<file path="src/rtl/price_window_stats_pkg.sv">
// Shared types and width helpers for the price_window_stats block.
// State encoding is exported so the top and any checker agree on it.
package price_window_stats_pkg;

  typedef enum logic [2:0] {
    WARM  = 3'd0,
    IDLE  = 3'd1,
    STORE = 3'd2,
    SORT  = 3'd3,
    ADD   = 3'd4,
    DONE  = 3'd5
  } state_t;

  // Bits needed to index a DEPTH-entry window (DEPTH is a power of two).
  function automatic int idx_width(input int depth);
    return $clog2(depth);
  endfunction

  // Accumulator width: DEPTH samples of DATA_W bits can never overflow this.
  function automatic int sum_width(input int data_w, input int depth);
    return data_w + $clog2(depth);
  endfunction

endpackage

</file>
<file path="src/rtl/price_window_stats_sort_pass.sv">
// One odd-even transposition pass over the sort array.
// odd=0 compares pairs (0,1),(2,3)...; odd=1 compares (1,2),(3,4)...
// Each pair leaves ordered ascending (unsigned). Purely combinational.
module price_window_stats_sort_pass #(
  parameter int DATA_W = 32,
  parameter int DEPTH  = 8
) (
  input  logic [DEPTH-1:0][DATA_W-1:0] din,
  input  logic                         odd,
  output logic [DEPTH-1:0][DATA_W-1:0] dout
);

  // Compare-exchange every pair selected by odd.
  always_comb begin
    dout = din;
    if (!odd) begin
      for (int p = 0; p < DEPTH / 2; p++) begin
        if (din[2*p] > din[2*p+1]) begin
          dout[2*p]   = din[2*p+1];
          dout[2*p+1] = din[2*p];
        end
      end
    end else begin
      for (int p = 0; p < DEPTH / 2 - 1; p++) begin
        if (din[2*p+1] > din[2*p+2]) begin
          dout[2*p+1] = din[2*p+2];
          dout[2*p+2] = din[2*p+1];
        end
      end
    end
  end

endmodule

</file>
<file path="src/rtl/price_window_stats.sv">
// Sliding-window min/max/median/mean over the latest DEPTH stock prices.
// Optional feature macro: PRICE_SORT_EN. When defined, a DEPTH-cycle
// odd-even sort runs before accumulation and median_price is valid.
// When undefined, STORE goes straight to ADD and median_price reads 0.
// Sample strobe: a sample is taken on any rising edge where data_ready=1
// and the engine is not busy; a strobe while busy is dropped and sets the
// sticky overrun flag. There is no back-pressure toward the source.
module price_window_stats
  import price_window_stats_pkg::*;
#(
  parameter int DATA_W = 32,
  parameter int DEPTH  = 8
) (
  input  logic              clk,
  input  logic              rst,
  input  logic [DATA_W-1:0] stock_price,
  input  logic              data_ready,
  output logic              busy,
  output logic              window_full,
  output logic              stats_valid,
  output logic [DATA_W-1:0] min_price,
  output logic [DATA_W-1:0] max_price,
  output logic [DATA_W-1:0] median_price,
  output logic [DATA_W-1:0] avg_price,
  output logic              overrun,
  output state_t            dbg_state
);

  localparam int IDX_W  = idx_width(DEPTH);
  localparam int SUM_W  = sum_width(DATA_W, DEPTH);
  localparam int FILL_W = IDX_W + 1;
  localparam logic [IDX_W-1:0]  LAST_IDX  = IDX_W'(DEPTH - 1);
  localparam logic [FILL_W-1:0] FILL_LAST = FILL_W'(DEPTH - 1);

  state_t                      state;
  logic [DEPTH-1:0][DATA_W-1:0] win;
  logic [DEPTH-1:0][DATA_W-1:0] arr;
  logic [IDX_W-1:0]            wr_ptr;
  logic [IDX_W-1:0]            cnt;
  logic [FILL_W-1:0]           fill;
  logic [SUM_W-1:0]            sum;
  logic [DATA_W-1:0]           run_min;
  logic [DATA_W-1:0]           run_max;

  logic                        accept;
  logic [DATA_W-1:0]           elem;
  logic [SUM_W-1:0]            add_sum;
  logic [DATA_W-1:0]           add_min;
  logic [DATA_W-1:0]           add_max;
  logic [DATA_W-1:0]           median_next;

  assign dbg_state = state;
  assign accept    = data_ready && (state == WARM || state == IDLE);

  // Scan step: fold the current element into the running statistics.
  assign elem    = arr[cnt];
  assign add_sum = sum + SUM_W'(elem);
  assign add_min = (elem < run_min) ? elem : run_min;
  assign add_max = (elem > run_max) ? elem : run_max;

`ifdef PRICE_SORT_EN
  logic [DEPTH-1:0][DATA_W-1:0] sorted_next;

  price_window_stats_sort_pass #(
    .DATA_W (DATA_W),
    .DEPTH  (DEPTH)
  ) u_sort_pass (
    .din  (arr),
    .odd  (cnt[0]),
    .dout (sorted_next)
  );

  // Upper median of the sorted window.
  assign median_next = arr[DEPTH/2];
`else
  assign median_next = '0;
`endif

  // Circular sample window; contents are don't-care after reset.
  always_ff @(posedge clk) begin
    if (!rst && accept) begin
      win[wr_ptr] <= stock_price;
    end
  end

  // Control FSM plus the sort/accumulate datapath and registered outputs.
  always_ff @(posedge clk) begin
    if (rst) begin
      state        <= WARM;
      busy         <= 1'b0;
      window_full  <= 1'b0;
      stats_valid  <= 1'b0;
      min_price    <= '0;
      max_price    <= '0;
      median_price <= '0;
      avg_price    <= '0;
      overrun      <= 1'b0;
      wr_ptr       <= '0;
      fill         <= '0;
      cnt          <= '0;
      sum          <= '0;
      run_min      <= '0;
      run_max      <= '0;
    end else begin
      stats_valid <= 1'b0;
      if (data_ready && !accept) begin
        overrun <= 1'b1;
      end
      if (accept) begin
        wr_ptr <= wr_ptr + 1'b1;
      end
      case (state)
        WARM: begin
          if (data_ready) begin
            fill <= fill + 1'b1;
            if (fill == FILL_LAST) begin
              window_full <= 1'b1;
              busy        <= 1'b1;
              state       <= STORE;
            end
          end
        end
        IDLE: begin
          if (data_ready) begin
            busy  <= 1'b1;
            state <= STORE;
          end
        end
        STORE: begin
          arr     <= win;
          cnt     <= '0;
          sum     <= '0;
          run_min <= '1;
          run_max <= '0;
`ifdef PRICE_SORT_EN
          state   <= SORT;
`else
          state   <= ADD;
`endif
        end
        SORT: begin
`ifdef PRICE_SORT_EN
          arr <= sorted_next;
`endif
          cnt <= cnt + 1'b1;
          if (cnt == LAST_IDX) begin
            state <= ADD;
          end
        end
        ADD: begin
          sum     <= add_sum;
          run_min <= add_min;
          run_max <= add_max;
          cnt     <= cnt + 1'b1;
          if (cnt == LAST_IDX) begin
            min_price    <= add_min;
            max_price    <= add_max;
            avg_price    <= DATA_W'(add_sum >> IDX_W);
            median_price <= median_next;
            stats_valid  <= 1'b1;
            state        <= DONE;
          end
        end
        DONE: begin
          busy  <= 1'b0;
          state <= IDLE;
        end
        default: begin
          busy  <= 1'b0;
          state <= WARM;
        end
      endcase
    end
  end

endmodule

</file>
<file path="config.mk">
export PLATFORM = sky130hd
export DESIGN_NAME = price_window_stats
export DESIGN_NICKNAME = d
export VERILOG_FILES = /design/src/rtl/price_window_stats_pkg.sv /design/src/rtl/price_window_stats_sort_pass.sv /design/src/rtl/price_window_stats.sv
export SDC_FILE = /design/constraint.sdc
export NUM_CORES = 1
export LEC_CHECK = 0
export ABC_AREA = 1
export CORE_ASPECT_RATIO = 1.4
export CORE_MARGIN = 2
export CORE_UTILIZATION = 50
export CTS_CLUSTER_DIAMETER = 100
export CTS_CLUSTER_SIZE = 8
export DETAILED_ROUTE_END_ITERATION = 16
export DONT_BUFFER_PORTS = 1
export HOLD_SLACK_MARGIN = 0.15
export PLACE_DENSITY = 0.62
export SLEW_MARGIN = 15
export SYNTH_ARGS = -nofsm -noshare
export SYNTH_HDL_FRONTEND = slang
export SYNTH_SLANG_ARGS = --single-unit
</file>
<file path="constraint.sdc">
create_clock -name clk -period 20 [get_ports clk]
set_input_delay 5 -clock clk [delete_from_list [all_inputs] [get_ports clk]]
set_output_delay 5 -clock clk [all_outputs]
set_load 0.01 [all_outputs]
</file>
---- Word-level counts from Yosys, hierarchy flattened ----
Cells that the tools add are included.
storage, ports and cells
  register bits after elaboration ......... 724
  bits of input ports ..................... 35
  output and inout bits ................... 135
  logic and storage cells ................. 95
cells by class
  add/sub/neg operators ................... 4
  $lt $le $gt $ge ......................... 5
  equal/unequal tests ..................... 12
  mux-type cells .......................... 22
  bitwise gates (word level) .............. 3
  reduce and logical (&&, ||, !) cells .... 19
operators with widths
  cell                 count
  $bwmux 256           1
  $mux 32              4
  $pmux 32 s2          2
  $bmux 32 s3          1
  $demux 32 s3         1
  $pmux 35 s2          1
  $add 35x32->35       1
  $gt 32x32->1         1
  $lt 32x32->1         1
  $pmux 3 s6           1
  $mux 3               5
  $eq 3x3->1 const B   3
  $lt 3x4->1 const B   2
  $ne 2x2->1 const B   4
  $add 3x1->3 const B  2
  $eq 3x2->1 const B   2
  $pmux 3 s2           1
  $reduce_and 2->1     3
  $reduce_and 5->1     1
  $add 4x1->4 const B  1
  $eq 4x3->1 const B   1
  $logic_and 1x1->1    4
  $mux 1               4
  $reduce_and 4->1     1
  12 further kinds     17

---- Depth between registers and ports, before layout ----
Gate-level depths: netlist (run 1).
  depth after elaboration ................. 5
  gate-level depth with buffers ........... 24
  mapped depth without buffers ............ 23

---- Worst setup path before layout (run 1) ----
Ideal clock, no wire load.
  kind .................................... input to register
  from .................................... input port rst
  to ...................................... register arr[0] (netlist name) (enable)
  setup time .............................. 0.877 ns
  data arrival time ....................... 15.831 ns
  required time ........................... 19.123 ns
  slack ................................... 3.292 ns
  stages on the path ...................... 2
  path buffers ............................ 1
  path through ............................ clkbuf_1 -> nor2_1
on the way
  cells in the longest elaborated chain, start to end .. 2
RTL lines
  what                               line                       RTL
  start, declared                    price_window_stats.sv:15   input logic rst,
  $not 1->1 (no source line)         n/a
  $reduce_and 2->1 (no source line)  n/a
  end signal, assigned               price_window_stats.sv:130  arr <= win;
  end, declared                      price_window_stats.sv:37   logic [DEPTH-1:0][DATA_W-1:0] arr;
No other way between the ends.
A chain may end at the register's enable or synchronous reset.

---- Final worst setup path (run 1) ----
  from .................................... input port rst
  to ...................................... register arr[211] (netlist name) (enable)
The elaborated chain is that of the path after synthesis.

==> results of run 1 <==
-- area by class of cell --
cell class              count  area (um^2)  share of cell area
repair buffers             56        432.9             0.01267
clock buffers             127         2625             0.07685
flip-flops and latches    724        19620              0.5745
multi-input cells        1667         9022              0.2641
inverters                 334         1257             0.03681
well taps                 817         1022             0.02993
clock inverters             7        175.2            0.005128
-- through the flow --
step                cell area (um^2)  hold slack [ns]  worst slack (ns)  total power [W]
floorplan                      30630           0.4003             3.292         0.003009
global placement               31360           0.4007             12.81         0.003386
detailed placement             31360           0.4045             12.71         0.003434
CTS                            34160           0.3913             13.38         0.004968
global route                   34160           0.3975             13.26         0.005238
finish                         34160           0.3916             13.27         0.004932
-- worst max-delay path, cell delays in order --
cell and delay (ns):
nor2_4 0.14, buf_12 0.47, buf_4 0.98
-- sequential cells by signal (all words and copies together), names as in the netlist, 3 cells and up --
name and flops:
arr 256, win 256, sum 35, avg_price 32, max_price 32, min_price 32, run_max 32, run_min 32
fill 4, cnt 3, dbg_state 3, wr_ptr 3
-- cell families (layout without fill, tap and decap cells) --
| logic type | Yosys count | in the layout |
|---|---|---|
| adder cells (fa/ha/maj) | 100 | 100 |
| AO/OA/AOI/OAI | 550 | 550 |
| flip-flops | 724 | 724 |
| XOR/XNOR | 17 | 17 |
| other | 1 | 32 |
| AND/OR/NAND/NOR | 968 | 968 |
| buffers and inverters | 492 | 524 |
-- cells in the final DEF (no fill, tap or decap), types with 24 or more instances in the layout --
cell and count:
edfxtp_1 512, nand2_1 458, inv_1 310, nand3_1 232, o21ai_0 221, dfxtp_1 210, nor2_1 186, a21oi_1 140
clkbuf_16 101, ha_1 99, o22ai_1 62, buf_4 55, o21a_1 39, conb_1 32, nand2_4 31, clkbuf_1 26
o21ai_1 24
-- final timing paths --
check / start / slack (ns) / endpoint / depth (start not counted)
worst min-delay path: win[96]$_DFFE_PP_ / 0.39 / arr[96]$_DFFE_PP_ / 0
worst max-delay path: rst / 13.27 / arr[211]$_DFFE_PP_ / 3
worst max register to register: cnt[0]$_SDFFE_PP0P_ / 14.25 / max_price[6]$_SDFFE_PP0P_ / 19
worst min register to register: win[96]$_DFFE_PP_ / 0.39 / arr[96]$_DFFE_PP_ / 0
-- routing by layer --
layer | vias to the layer above | track usage | part of all wire
li1 | 9760 | - | -
met1 | 9656 | 0.2492 | 0.38
met4 | 0 | 0.1260 | 0.053
met3 | 199 | 0.04719 | 0.057
met2 | 535 | 0.4083 | 0.51
met5 | - | 0 | 0
-- where the power goes --
part	leakage (nW)	internal, W	switching (W)
sequential	6.35	0.00178	0.0000844
clock	1.35	0.000919	0.000601
combinational	5.88	0.000476	0.00107
total	13.6	0.00318	0.00175
==> summary.md, run 1 <==
| Metric | Value |
|---|---|
| Post-synth ARST share | `0` |
| Post-Synth Simple-Gate Area | `0.1414` |
| Setup Fix Bufs, Post-CTS | `0` |
| Number of synthesized flops with an enable pin | `512` |
| Adder-cell area share of the yosys netlist | `0.04125` |
| CP required | `a little over 20 ns` |
| Fin cells | `3732` |
| Distinct cells, synth | `between 40 and 50` |
| Total gr overflow | `0` |
| Synth cell count leaders | `512 x edfxtp_1, 458 x nand2_1, 313 x inv_1` |
| Mux contribution to synthesized area | `0` |
| CP endpoint kind | `flop` |
| Clock skew | `about 0.036 ns` |
| Worst Setup Start Kind | `input port` |
| Initial Utilization | `0.5032` |
| Post-DRT Antenna Nets | `0` |
| Antenna cells | `0` |
| Crit-path max FO | `roughly 170` |
| Pwr per Cell Area | `around 140 nW/um^2` |
| Synth Flop Type | `edfxtp_1` |
| Placer Congestion | `0.9270` |
| Filler cell count | `between 5000 and 6000` |
| Largest family of logic cells by synthesized area | `simple AND/OR/NAND/NOR gates` |
| Cell taking the most area after synthesis | `edfxtp_1` |
| Final Hold Viols | `0` |
| #FFs+latches synth | `around 720` |
| Max-capacitance violation count | `0` |
| Peak VDD IR | `~0.10 mV` |
| HP Class | `reg2reg` |
| All-Layer GR Usage | `0.2271` |
| Nets | `~3000` |
| Layout Utilization | `0.5632` |
| Worst-path clk slew | `roughly 0.05 ns` |
| CTS tree | `built` |
| Synth Area in XOR/XNOR | `0.004879` |
| Slew headroom | `0.2492` |
| Cell Rows | `approximately 110` |
| Core area | `60650 um^2` |
| Layout cell share with drive strength beyond 1 | `0.08576` |
| DR WL/cell | `between 15 and 20 um` |
| Sequential share of the synthesized area | `0.6429` |
| Max clock buf depth | `3` |
| Largest net degree at the start of global routing | `between 150 and 200` |
| Status | `finished, final reports clean` |
| DRC viols | `0` |
| 1st-pass router iterations | `7` |
| Number of global-route vias before repair | `20322` |
| CTS buffer count | `100` |
| Cts hold-fix bufs | `0` |
| Synthesized area | `just over 30000 um^2` |
| Fmax | `around 0.15 GHz` |
| Crit share post-route | `0.3364` |
| Post-detail-place hpwl | `roughly 44 mm` |
| Global-route wire length before repair | `between 100 and 150 mm` |
| Syn Area/Cell | `10.70 um^2` |
| Number of DRC markers in iteration 0 | `~1300` |
| Placed cells | `3598` |
| WS Path Type | `in2reg` |
| RSZ-0062 raised after global routing | `no` |
| Top cells by area, synth | `edfxtp_1 50%, dfxtp_1 14%, nand2_1 5.6%, ha_1 4.1%, inv_1 3.9%` |
| Die height | `296.3 um` |
| Later-pin clock latency in the skew report | `between 0.6 and 0.7 ns` |
| Setup TNS Final | `0 ns` |
| CTS resizes | `0` |
| Compound-Gate Fraction of Synth Area | `0.1016` |
| Port buffer count | `0` |
| LEAKAGE | `between 10 and 15 nW` |
| Post-layout min period | `between 6 and 7 ns` |
| Clk sinks | `slightly above 700` |
| Antenna violations before repair | `0` |
| Routed WL | `70.76 mm` |
| Layout area overhead | `11.94%` |
| Clk root buf | `clkbuf_16` |
| Post-synth top area share | `0.5038` |
| Final Max Slew Viols | `0` |
| DIE WIDTH | `~210 um` |
| Worst Path Arrival | `6.99 ns` |
| Top-Level Pins | `170` |
| Synth Warn # | `0` |
| Vias per Instance | `around 5.4` |
| Total number of vias | `between 20000 and 25000` |
| Final Setup Violations | `0` |
| Full die area | `~63000 um^2` |
| Syn Inst Count | `2852` |
| Most frequent cell after synthesis | `edfxtp_1` |
| Worst slew pin tran | `approximately 1.1 ns` |
| Max H-tree Level | `3` |
Power figures use the tool's default switching activity.
==> inputs of run 2 (changes only) <==
--- a/config.mk
+++ b/config.mk
@@ -14,7 +14,7 @@
 export DETAILED_ROUTE_END_ITERATION = 16
 export DONT_BUFFER_PORTS = 1
 export HOLD_SLACK_MARGIN = 0.15
-export PLACE_DENSITY = 0.62
+export PLACE_DENSITY = 0.65
 export SLEW_MARGIN = 15
 export SYNTH_ARGS = -nofsm -noshare
 export SYNTH_HDL_FRONTEND = slang
==> constraint.sdc (replaced) <==
create_clock -name clk -period 5.6 [get_ports clk]
set_input_delay 1.4 -clock clk [delete_from_list [all_inputs] [get_ports clk]]
set_output_delay 1.4 -clock clk [all_outputs]
set_load 0.01 [all_outputs]
==> run 2 against run 1 <==
Compared with the run above:
- worst setup slack got worse by 12 ns
- via count increased by 0.83%
- flip-flop and latch count unchanged
- die area unchanged
- critical path depth increased by 14
- register-to-register slack got worse by 13 ns
- combinational power increased to 3.7 times the previous value
- cell count decreased by 0.19%
- worst hold slack improved by 0.014 ns
- sequential share of layout area about the same
- critical endpoint is now run_max[16]$_SDFFE_PP0P_
==> summary.md, run 2 (synthesis gave the netlist of run 1 again) <==
| Metric | Value |
|---|---|
| Post-DRT Antenna Nets | `0` |
| R2r endpoint | `run_max[16]$_SDFFE_PP0P_` |
| Full die area | `~63000 um^2` |
| Largest regs | `arr x256, win x256, sum x35` |
| Vias per Instance | `about 5.5` |
| Commonest non-fill, non-tap cell in the layout | `edfxtp_1` |
| Global-route wire length before repair | `113.2 mm` |
| Hold endpoint | `arr[96]$_DFFE_PP_` |
| 1st-pass router iterations | `6` |
| Peak VDD IR | `~0.39 mV` |
| Total gr overflow | `0` |
| Placed cells | `3606` |
| Worst-path clk slew | `about 0.05 ns` |
| Port buffer count | `0` |
| Post-layout min period | `approximately 4.7 ns` |
| CTS resizes | `0` |
| Post-detail-place hpwl | `48.20 mm` |
| Worst Setup Start Kind | `flop` |
| Status | `finished, final reports clean` |
| Setup Fix Bufs, Post-CTS | `0` |
| Top delay family on crit path | `buffers and inverters` |
| Nets | `roughly 3000` |
| Max-capacitance violation count | `0` |
| Fin cells | `between 3000 and 4000` |
| Pwr per Cell Area | `slightly above 500 nW/um^2` |
| Most frequent cells in the layout | `512 x edfxtp_1, 458 x nand2_1, 310 x inv_1, 232 x nand3_1, 221 x o21ai_0` |
| DRC viols | `0` |
| Critical path's slowest cell | `inv_1` |
| Later-pin clock latency in the skew report | `around 0.65 ns` |
| Antenna cells | `0` |
| Final Max Slew Viols | `0` |
| Initial Utilization | `0.5032` |
| Total number of vias | `20318` |
| HP Class | `reg2reg` |
| Final worst setup slack | `0.9263 ns` |
| Crit-path max FO | `96` |
| Die height | `296.3 um` |
| Number of DRC markers in iteration 0 | `approximately 1600` |
| Buf+Inv Stages, Crit Path | `3` |
| Max clock buf depth | `3` |
| Top cell by count, worst path | `nand2_1` |
| CP endpoint kind | `flop` |
| DR WL/cell | `around 20 um` |
| Slew headroom | `0.1570` |
| Reg2reg path depth | `17` |
| Placer Congestion | `between 0.8 and 0.9` |
| Fmax | `0.2140 GHz` |
| RSZ-0062 raised after global routing | `no` |
| Routed WL | `approximately 74 mm` |
| Final Hold Viols | `0` |
| Place WS | `roughly 0.9 ns` |
| Max H-tree Level | `3` |
| DIE WIDTH | `roughly 210 um` |
| WS Path Type | `reg2reg` |
| Core area | `60650 um^2` |
| Max incr delay on CP | `roughly 0.90 ns` |
| Final Setup Violations | `0` |
| Number of global-route vias before repair | `between 15000 and 20000` |
| Antenna violations before repair | `0` |
| Crit share post-route | `0.8346` |
| Setup TNS Final | `0 ns` |
| Reg-to-reg slack, setup | `approximately 0.93 ns` |
| LEAKAGE | `roughly 14 nW` |
| Cts hold-fix bufs | `0` |
| RR Startpoint | `cnt[0]$_SDFFE_PP0P_` |
| Clk sinks | `724` |
| Layout cell share with drive strength beyond 1 | `0.08803` |
| All-Layer GR Usage | `0.2377` |
| Tot Pwr | `~0.018 W` |
| Worst Path Arrival | `between 5 and 6 ns` |
| CP required | `between 6 and 7 ns` |
| Layout area overhead | `11.97%` |
| Largest net degree at the start of global routing | `97` |
| Worst slew pin tran | `about 1.3 ns` |
| WHS | `about 0.41 ns` |
| Top-Level Pins | `170` |
| Clock skew | `about 0.032 ns` |
| Min-delay src | `win[96]$_DFFE_PP_` |
| Worst-path cell chain | `buf_12 > o21ai_0 > o22ai_1 > inv_1 > o21ai_1 > ha_1 > nand4_1 > nor3_1 > o21ai_1 > nand2_1 > nand2_1 > nand2_1 > nand2_1 > inv_1 > nand2_1 > nand3_1 > a21oi_1` |
| CTS tree | `built` |
| Cell Rows | `107` |
| Clk root buf | `clkbuf_16` |
| CTS buffer count | `100` |
| Worst Hold Depth | `0` |
run 2: cell count changes in the layout (fill, tap and decap cells not counted), sizes merged:
cell	change
clkinv	-1
clkbuf	-13
inv	-1
buf	+8
run 2: report_power, final:
part	total, W	leakage (nW)	internal, W	switching [W]
combinational	0.00567	5.93	0.00172	0.00395
sequential	0.00666	6.35	0.00636	0.000303
clock	0.00532	1.32	0.00323	0.00209
total	0.0177	13.6	0.0113	0.00633
run 2: through the flow:
stage	utilization	cell area (um^2)
floorplan	-	30660
global placement	0.5187	31460
detailed placement	0.5187	31460
CTS	0.5634	34170
global route	0.5634	34170
finish	0.5634	34170
run 2: layout make-up:
type	count	area (um^2)
clock buffer	114	2576
clock inverter	5	136.4
timing repair buffer	64	530.5
fill	5012	26480
tap	817	1022
inverter	334	1257
multi-input combinational	1667	9022
sequential	724	19620
run 2: routing by layer:
metal | GRT usage | wire length (um) | up-vias
met1 | 0.2720 | 28630 | 9748
met2 | 0.4155 | 37320 | 640
met4 | 0.1165 | 3330 | 0
met5 | 0 | 0 | -
met3 | 0.05817 | 5164 | 179
li1 | - | - | 9751
run 2: how the worst max path moves through the flow:
stage / start / to / slack, ns / depth (start not counted)
final: cnt[0]$_SDFFE_PP0P_ / run_max[16]$_SDFFE_PP0P_ / 0.93 / 17
after global routing: cnt[0]$_SDFFE_PP0P_ / run_max[9]$_SDFFE_PP0P_ / 0.63 / 17
after CTS: cnt[0]$_SDFFE_PP0P_ / avg_price[22]$_SDFFE_PP0P_ / 0.90 / 16
after detailed placement: cnt[0]$_SDFFE_PP0P_ / avg_price[22]$_SDFFE_PP0P_ / 0.92 / 16
after global placement: cnt[0]$_SDFFE_PP0P_ / avg_price[22]$_SDFFE_PP0P_ / 0.96 / 16
after floorplan: rst / arr[0]$_DFFE_PP_ / -0.13 / 2
